<file path="src/rtl/edge_pkg.sv">
// Shared constants and FSM encoding for the edge-detector line-delay path.
package edge_pkg;

  localparam int LINE_DEPTH  = 76;
  localparam int PIXEL_W     = 32;
  localparam int LINE_ADDR_W = 7;

  typedef enum logic [1:0] {
    ST_IDLE  = 2'd0,
    ST_READ  = 2'd1,
    ST_WRITE = 2'd2,
    ST_HOLD  = 2'd3
  } ld_state_t;

endpackage

</file>
<file path="src/rtl/line_delay_ctrl_ring_ptr.sv">
// Circular pointer that counts 0..DEPTH-1 and pulses wrap_o on the DEPTH-1 -> 0 step.
module ring_ptr #(
  parameter int DEPTH  = 76,
  parameter int ADDR_W = 7
) (
  input  logic              clk,
  input  logic              rst_n,
  input  logic              clr_i,
  input  logic              inc_i,
  output logic [ADDR_W-1:0] ptr_o,
  output logic              wrap_o
);

  localparam logic [ADDR_W-1:0] LAST = ADDR_W'(DEPTH - 1);

  logic [ADDR_W-1:0] ptr_q, ptr_d;

  // Clear wins over increment, so no wrap is reported on a cleared cycle.
  assign wrap_o = inc_i && !clr_i && (ptr_q == LAST);
  assign ptr_o  = ptr_q;

  always_comb begin
    ptr_d = ptr_q;
    if (clr_i) begin
      ptr_d = '0;
    end else if (inc_i) begin
      ptr_d = (ptr_q == LAST) ? '0 : ptr_q + 1'b1;
    end
  end

  always_ff @(posedge clk or negedge rst_n) begin
    if (!rst_n) begin
      ptr_q <= '0;
    end else begin
      ptr_q <= ptr_d;
    end
  end

endmodule

</file>
<file path="src/rtl/line_delay_ctrl.sv">
// One-line delay controller: read-then-overwrite at a circular pointer, emitting (cur, prev) pairs.
module line_delay_ctrl
  import edge_pkg::*;
#(
  parameter int DEPTH  = LINE_DEPTH,
  parameter int WIDTH  = PIXEL_W,
  parameter int ADDR_W = LINE_ADDR_W
) (
  input  logic              clk,
  input  logic              rst_n,
  input  logic              flush,
  input  logic              in_valid,
  output logic              in_ready,
  input  logic [WIDTH-1:0]  in_data,
  output logic              out_valid,
  input  logic              out_ready,
  output logic [WIDTH-1:0]  out_cur,
  output logic [WIDTH-1:0]  out_prev,
  output logic              mem_write_en,
  output logic [ADDR_W-1:0] mem_addr,
  output logic [WIDTH-1:0]  mem_wr_data,
  input  logic [WIDTH-1:0]  mem_rd_data,
  output ld_state_t         dbg_state
);

  // Handshakes: a transfer happens on a rising edge where valid && ready;
  // in_ready is high only in IDLE and out_valid only in HOLD, so a new
  // sample is never taken while a pair is still waiting downstream.

  ld_state_t         state_q, state_d;
  logic [WIDTH-1:0]  sample_q, cur_q, prev_q;
  logic              filled_q;
  logic [ADDR_W-1:0] ptr;
  logic              wrap;
  logic              accept;
  logic              in_write;
  logic              load_out;

  assign accept   = (state_q == ST_IDLE) && in_valid && !flush;
  assign in_write = (state_q == ST_WRITE);
  assign load_out = in_write && filled_q && !flush;

  ring_ptr #(
    .DEPTH  (DEPTH),
    .ADDR_W (ADDR_W)
  ) u_ptr (
    .clk    (clk),
    .rst_n  (rst_n),
    .clr_i  (flush),
    .inc_i  (in_write),
    .ptr_o  (ptr),
    .wrap_o (wrap)
  );

  always_comb begin
    state_d = state_q;
    case (state_q)
      ST_IDLE:  if (in_valid) state_d = ST_READ;
      ST_READ:  state_d = ST_WRITE;
      ST_WRITE: state_d = filled_q ? ST_HOLD : ST_IDLE;
      ST_HOLD:  if (out_ready) state_d = ST_IDLE;
      default:  state_d = ST_IDLE;
    endcase
    if (flush) state_d = ST_IDLE;
  end

  always_ff @(posedge clk or negedge rst_n) begin
    if (!rst_n) begin
      state_q <= ST_IDLE;
    end else begin
      state_q <= state_d;
    end
  end

  // filled is taken from its value before this write, so the wrapping
  // sample itself still produces no output.
  always_ff @(posedge clk or negedge rst_n) begin
    if (!rst_n) begin
      sample_q <= '0;
      cur_q    <= '0;
      prev_q   <= '0;
      filled_q <= 1'b0;
    end else begin
      if (accept) sample_q <= in_data;
      if (flush) begin
        filled_q <= 1'b0;
      end else if (wrap) begin
        filled_q <= 1'b1;
      end
      if (load_out) begin
        cur_q  <= sample_q;
        prev_q <= mem_rd_data;
      end
    end
  end

  assign in_ready     = (state_q == ST_IDLE);
  assign out_valid    = (state_q == ST_HOLD);
  assign out_cur      = cur_q;
  assign out_prev     = prev_q;
  assign mem_write_en = in_write;
  assign mem_addr     = ptr;
  assign mem_wr_data  = in_write ? sample_q : '0;
  assign dbg_state    = state_q;

endmodule

</file>
<file path="config.mk">
export PLATFORM = sky130hd
export DESIGN_NAME = line_delay_ctrl
export DESIGN_NICKNAME = d
export VERILOG_FILES = /design/src/rtl/edge_pkg.sv /design/src/rtl/line_delay_ctrl_ring_ptr.sv /design/src/rtl/line_delay_ctrl.sv
export SDC_FILE = /design/constraint.sdc
export NUM_CORES = 1
export LEC_CHECK = 0
export CAP_MARGIN = 15
export CORE_ASPECT_RATIO = 0.6
export CORE_MARGIN = 2
export CORE_UTILIZATION = 46
export CTS_CLUSTER_DIAMETER = 100
export DETAILED_ROUTE_END_ITERATION = 6
export PLACE_DENSITY = 0.83
export SYNTH_ARGS = -nofsm -noshare
export SYNTH_HDL_FRONTEND = slang
export SYNTH_SLANG_ARGS = --single-unit
</file>
<file path="constraint.sdc">
create_clock -name clk -period 4.21 [get_ports clk]
set_input_delay 0.842 -clock clk [delete_from_list [all_inputs] [get_ports clk]]
set_output_delay 0.842 -clock clk [all_outputs]
set_load 0.03 [all_outputs]
</file>
==> results.cfg, run 1 <==
[timing]
setup_viol_count_final = 0
clock-skew-final_ps = 8.80
max_clock_freq_mhz = 274
hold_viol = 0
setup_slack_ps = 565
period_share_pct = 86.6
fin_crit_ps = 3650
drv_slew = 0
max-slew-margin-rel_pct = 36.5
tns_ps = 0
tightest_slew_ps = 952
holdWs_ps = 486
rsz0062_at_grt = false

[setup_path]
cp_max_fo = 21
critPathArrivalTime_ps = 2800
critPathKind = flip-flop to output pin
path_cells = nand2b_1 > inv_1 > buf_4 > and2_1 > clkdlybuf4s50_1
reg2reg_slack_ps = 2060
startpoint = dbg_state[0]$_DFFE_PN0P_
crit_end = mem_wr_data[24]
cp-start-kind = flip-flop
critPathSlowestCell = clkdlybuf4s50_1
r2r-end = u_ptr.ptr_o[5]$_DFFE_PN0P_
cpPeakStageDelay_ps = 660
endpoint_kind = output pin
r2r-start = dbg_state[0]$_DFFE_PN0P_
crit_required_ps = 3370
reg2reg_depth = 5

[clock_network]
cts_inserted_buffers = 9
cts_hold_buf = 0
cts_setup_buffers = 0
clock_sinks = 106
cts_tree = built
clockBufferDepth = 2
htreeDepth = 3
cts-root-buf = clkbuf_16
postCtsResizedCells = 0
clk_pin_slew_ps = 70
clk_latency_ps = 340

[routing]
vias = 3036
dr.pass1.iters = 5
ant_nets = 0
vias_per_cell = 4.99
drtIter0Drc = 137
drt_wl_total_um = 10100
drc = 0
wl_per_cell_um = 16.7

[pwr]
p_per_area_nw_per_um2 = 359
vdd_drop_max_v = 0.000271
power_leakage_nw = 2.79

[floorplanning]
die_h_um = 79.3
dieArea_um2 = 10300
core_area_um2 = 9190
rows = 27
io_pins = 177
die_w_um = 129
start_util_pct = 47.2

[placed_design]
gp_congestion = 0.797
place.port_buffers = 176
dp_hpwl_um = 7220
pre_cts_ws_ps = 905

[global_routing]
grt_util_all_layers_pct = 20.0
antenna_found_initial = 0
grt-ovfl-total = 0
grt_max_degree = 78
grt_pass1_wl_um = 15900
grt_pass1_vias = 3147

[synth]
syn_area_per_cell_um2 = 14.7
syn-cell-area_um2 = 4340
syn_nets = 366
synth.distinct_cells = 32
synth_seq_area_share_pct = 61.1
syn_inst = 296
yosysWarningCount = 0
synth.ff_latch_count = 106

[cells_and_area]
drive_gt1_share_pct = 22.2
final_common_cell = clkdlybuf4s50_1
area_delta_synth_final_pct = 49.0
most-common-layout-cells = clkdlybuf4s50_1 (175), dfrtp_1 (106), mux2_2 (84)
n_antenna_cell = 0
final_nets = 543

[run_status]
status = complete, no violations

[flow_run]
cap_violations = 0

[min_path]
hold_class = flip-flop to flip-flop
-- stage by stage --
| step | area [um^2] | power (mW) | utilization, % | cells |
|---|---|---|---|---|
| after floorplan | 4340 | 1.38 | - | 296 |
| after global placement | 6200 | 1.58 | 67.5 | 592 |
| after detailed placement | 6200 | 1.60 | 67.5 | 592 |
| after CTS | 6470 | 2.35 | 70.4 | 608 |
| after global routing | 6470 | 2.43 | 70.4 | 608 |
| final | 6470 | 2.32 | 70.4 | 608 |
-- final cells by class --
| type | instances | area (um^2) |
|---|---|---|
| Tap cell | 130 | 163 |
| Inverter | 5 | 18.8 |
| Timing Repair Buffer | 182 | 1800 |
| Clock buffer | 12 | 236 |
| Multi-Input combinational cell | 169 | 1570 |
| Fill cell | 653 | 2720 |
| Clock inverter | 4 | 28.8 |
| Sequential cell | 106 | 2650 |
-- power breakdown --
part | internal, mW | switching, mW | total (mW)
logic | 0.211 | 0.181 | 0.392
registers | 1.11 | 0.0659 | 1.18
clock network | 0.402 | 0.350 | 0.752
total | 1.73 | 0.597 | 2.32
-- cell usage after synthesis --
| library cell | n | share of area [%] |
|---|---|---|
| a41oi_1 | 1 | 0.20 |
| nand2_1 | 6 | 0.52 |
| mux2_1 | 12 | 3.1 |
| o21bai_1 | 1 | 0.17 |
| o211ai_1 | 1 | 0.17 |
| or4b_1 | 1 | 0.23 |
| or3_1 | 2 | 0.29 |
| mux2i_1 | 1 | 0.23 |
| a211oi_1 | 1 | 0.17 |
| nor4bb_1 | 1 | 0.23 |
| a311oi_1 | 2 | 0.40 |
| o221ai_1 | 1 | 0.20 |
| and2_1 | 33 | 4.8 |
| nor2_1 | 2 | 0.17 |
| mux2_2 | 84 | 22 |
| a2bb2oi_1 | 1 | 0.20 |
| inv_1 | 5 | 0.43 |
| nand2b_1 | 1 | 0.14 |
| or4_1 | 1 | 0.17 |
| a21oi_1 | 7 | 0.81 |
| nand3_1 | 1 | 0.12 |
| dfrtp_1 | 106 | 61 |
| buf_6 | 6 | 1.6 |
| o21ai_0 | 3 | 0.35 |
| and3_1 | 2 | 0.29 |
| buf_2 | 5 | 0.58 |
| nor4b_2 | 1 | 0.35 |
| clkbuf_2 | 1 | 0.12 |
| nor3_4 | 1 | 0.37 |
| clkbuf_1 | 4 | 0.35 |
| ha_1 | 1 | 0.29 |
| a31oi_1 | 1 | 0.14 |
-- how the worst min path moves through the flow --
stage / end / slack (ps) / start / cells after the start
2_1_floorplan: out_cur[8]$_DFFE_PN0P_ / 470 / sample_q[8]$_DFFE_PN0P_ / 1
3_3_place_gp: out_prev[20]$_DFFE_PN0P_ / 470 / out_prev[20]$_DFFE_PN0P_ / 1
3_5_place_dp: out_prev[19]$_DFFE_PN0P_ / 470 / out_prev[19]$_DFFE_PN0P_ / 1
4_1_cts: out_prev[19]$_DFFE_PN0P_ / 490 / out_prev[19]$_DFFE_PN0P_ / 1
5_1_grt: out_prev[13]$_DFFE_PN0P_ / 500 / out_prev[13]$_DFFE_PN0P_ / 1
6_report: out_prev[13]$_DFFE_PN0P_ / 490 / out_prev[13]$_DFFE_PN0P_ / 1
-- registers in the layout, indices dropped and copies added, names as in the netlist --
| name | flops |
|---|---|
| out_cur | 32 |
| filled_q | 1 |
| sample_q | 32 |
| dbg_state | 2 |
| out_prev | 32 |
| u_ptr.ptr_o | 7 |
-- critical path, delay by kind of cell (launching register included) --
kind                   cells  cell delay (ps)
DFF                        1              480
and+or+nand+nor            2              520
buffers and inverters      3             1460
-- per-layer routing --
layer | up-vias | routed length (um) | GRT usage [%]
li1 | 1386 | - | -
met4 | 0 | 85 | 5.59
met5 | - | 0 | 0
met2 | 123 | 4720 | 31.6
met1 | 1517 | 4390 | 26.4
met3 | 10 | 938 | 6.94
-- logic make-up after synthesis --
group           Yosys count  synth area share [%]
buf+inv                  21                  3.03
compound gates           19                  2.82
mux                      97                  25.1
flops                   106                  61.1
simple gates             52                  7.64
fa+ha+maj                 1                 0.288
(Power assumes the default switching activity.)
==> run 2, diff against run 1 <==
SKIP_LAST_GASP = 1   (was unset)
==> results of run 2 <==
Final layout, timing and power as in run 1 (identical DEF).
==> run 3, diff against run 2 <==
CORE_MARGIN = 3   (was 2)
==> run 3 against run 2 <==
  * First-iteration DRC count rose by 23%
  * Largest power group unchanged
  * Critical path type unchanged
  * Clock skew increased by 2.1 ps
  * Critical endpoint is now mem_wr_data[19]
  * Critical path depth unchanged
  * Global-route usage grew 1.6 points
  * Die area is 4.1% higher
  * Via count up 0.46%
  * Non-clock buffer count increased by 1
  * Core utilization grew 2.9 points
  * Combinational power increased by 1%
  * Clock power shrank 0.5%
==> results.cfg, run 3 (synthesis gave the netlist of run 1 again) <==
[run_status]
status = complete, no violations

[floorplanning]
io_pins = 177
start_util_pct = 49.1
rows = 26
die_h_um = 81.3
die_w_um = 131
dieArea_um2 = 10700
core_area_um2 = 8850

[timing]
setup_viol_count_final = 0
period_share_pct = 83.9
rsz0062_at_grt = false
hold_viol = 0
clock-skew-final_ps = 10.9
tns_ps = 0
max_clock_freq_mhz = 283
max-slew-margin-rel_pct = 45.0
drv_slew = 0
tightest_slew_ps = 825
fin_crit_ps = 3530

[routing]
drc = 0
vias_per_cell = 5.06
wl_per_cell_um = 18.1
ant_nets = 0
vias = 3050
drtIter0Drc = 169
dr.pass1.iters = 4
drt_wl_total_um = 10900

[cells_and_area]
fillerInstances = 632
most-common-layout-cells = clkdlybuf4s50_1 (175), dfrtp_1 (106), mux2_2 (84)
drive_gt1_share_pct = 22.4
final_common_cell = clkdlybuf4s50_1
final_nets = 544
stdcell_area_um2 = 6490
area_delta_synth_final_pct = 49.4
n_antenna_cell = 0
stdcell_count = 603

[global_routing]
grt_max_degree = 68
antenna_found_initial = 0
grt_pass1_wl_um = 17600
grt_pass1_vias = 3306
grt-ovfl-total = 0
grt_util_all_layers_pct = 21.5

[clock_network]
clk_pin_slew_ps = 70
cts_hold_buf = 0
clk_latency_ps = 340
cts-root-buf = clkbuf_16
cts_setup_buffers = 0
cts_tree = built
htreeDepth = 3
clock_sinks = 106
clockBufferDepth = 2
cts_inserted_buffers = 9
postCtsResizedCells = 0

[placed_design]
dpl_cell_area_um2 = 6200
numPlacedInstances = 588
gp_congestion = 0.832
dp_hpwl_um = 7830
place.port_buffers = 176

[pwr]
vdd_drop_max_v = 0.000224
p_per_area_nw_per_um2 = 359
power_leakage_nw = 2.81

[min_path]
hold_class = flip-flop to flip-flop

[setup_path]
crit_required_ps = 3370
critPathKind = flip-flop to output pin
cp_max_fo = 28
cp-start-kind = flip-flop
critPathArrivalTime_ps = 2690
endpoint_kind = output pin

[flow_run]
cap_violations = 0
run 3: final cells by class:
type	count	area, um^2	share of cell area (%)
Clock inverter	3	17.5	0.270
Sequential cell	106	2650	40.9
Tap cell	126	158	2.43
Multi-Input combinational cell	169	1570	24.1
Inverter	5	18.8	0.289
Clock buffer	11	243	3.74
Timing Repair Buffer	183	1830	28.2
run 3: metal layers:
layer | track usage [%] | share of wire (%)
met1 | 25.1 | 40
met2 | 35.6 | 47
met3 | 11.2 | 12
met4 | 5.97 | 0.97
met5 | 0 | 0
run 3: stage by stage:
stage               util, %  worst slack (ps)  power, mW  hold WS (ps)
floorplan                 -              1570       1.38           474
global placement       70.1               830       1.59           466
detailed placement     70.1               739       1.60           476
CTS                    73.0               360       2.36           491
global route           73.3               542       2.44           515
finish                 73.3               676       2.33           485
run 3: critical path: stages, from the launching register on:
cell,delay (ps)
dfrtp_1,480
nand2b_1,360
inv_1,420
buf_16,220
and2_1,180
clkdlybuf4s50_1,680
run 3: power breakdown:
group | switching [mW] | internal, mW
clock | 0.340 | 0.409
combinational | 0.184 | 0.213
sequential | 0.0693 | 1.11
run 3: final timing paths:
check	from	endpoint	slack [ps]	cells past startpoint
min reg2reg	out_prev[12]$_DFFE_PN0P_	out_prev[12]$_DFFE_PN0P_	480	1
max	dbg_state[0]$_DFFE_PN0P_	mem_wr_data[19]	680	5
max in group asynchronous	rst_n	out_prev[1]$_DFFE_PN0P_	2780	2
max reg2reg	dbg_state[0]$_DFFE_PN0P_	out_cur[21]$_DFFE_PN0P_	2200	4
min	out_prev[12]$_DFFE_PN0P_	out_prev[12]$_DFFE_PN0P_	480	1
min in group asynchronous	rst_n	out_cur[22]$_DFFE_PN0P_	590	1
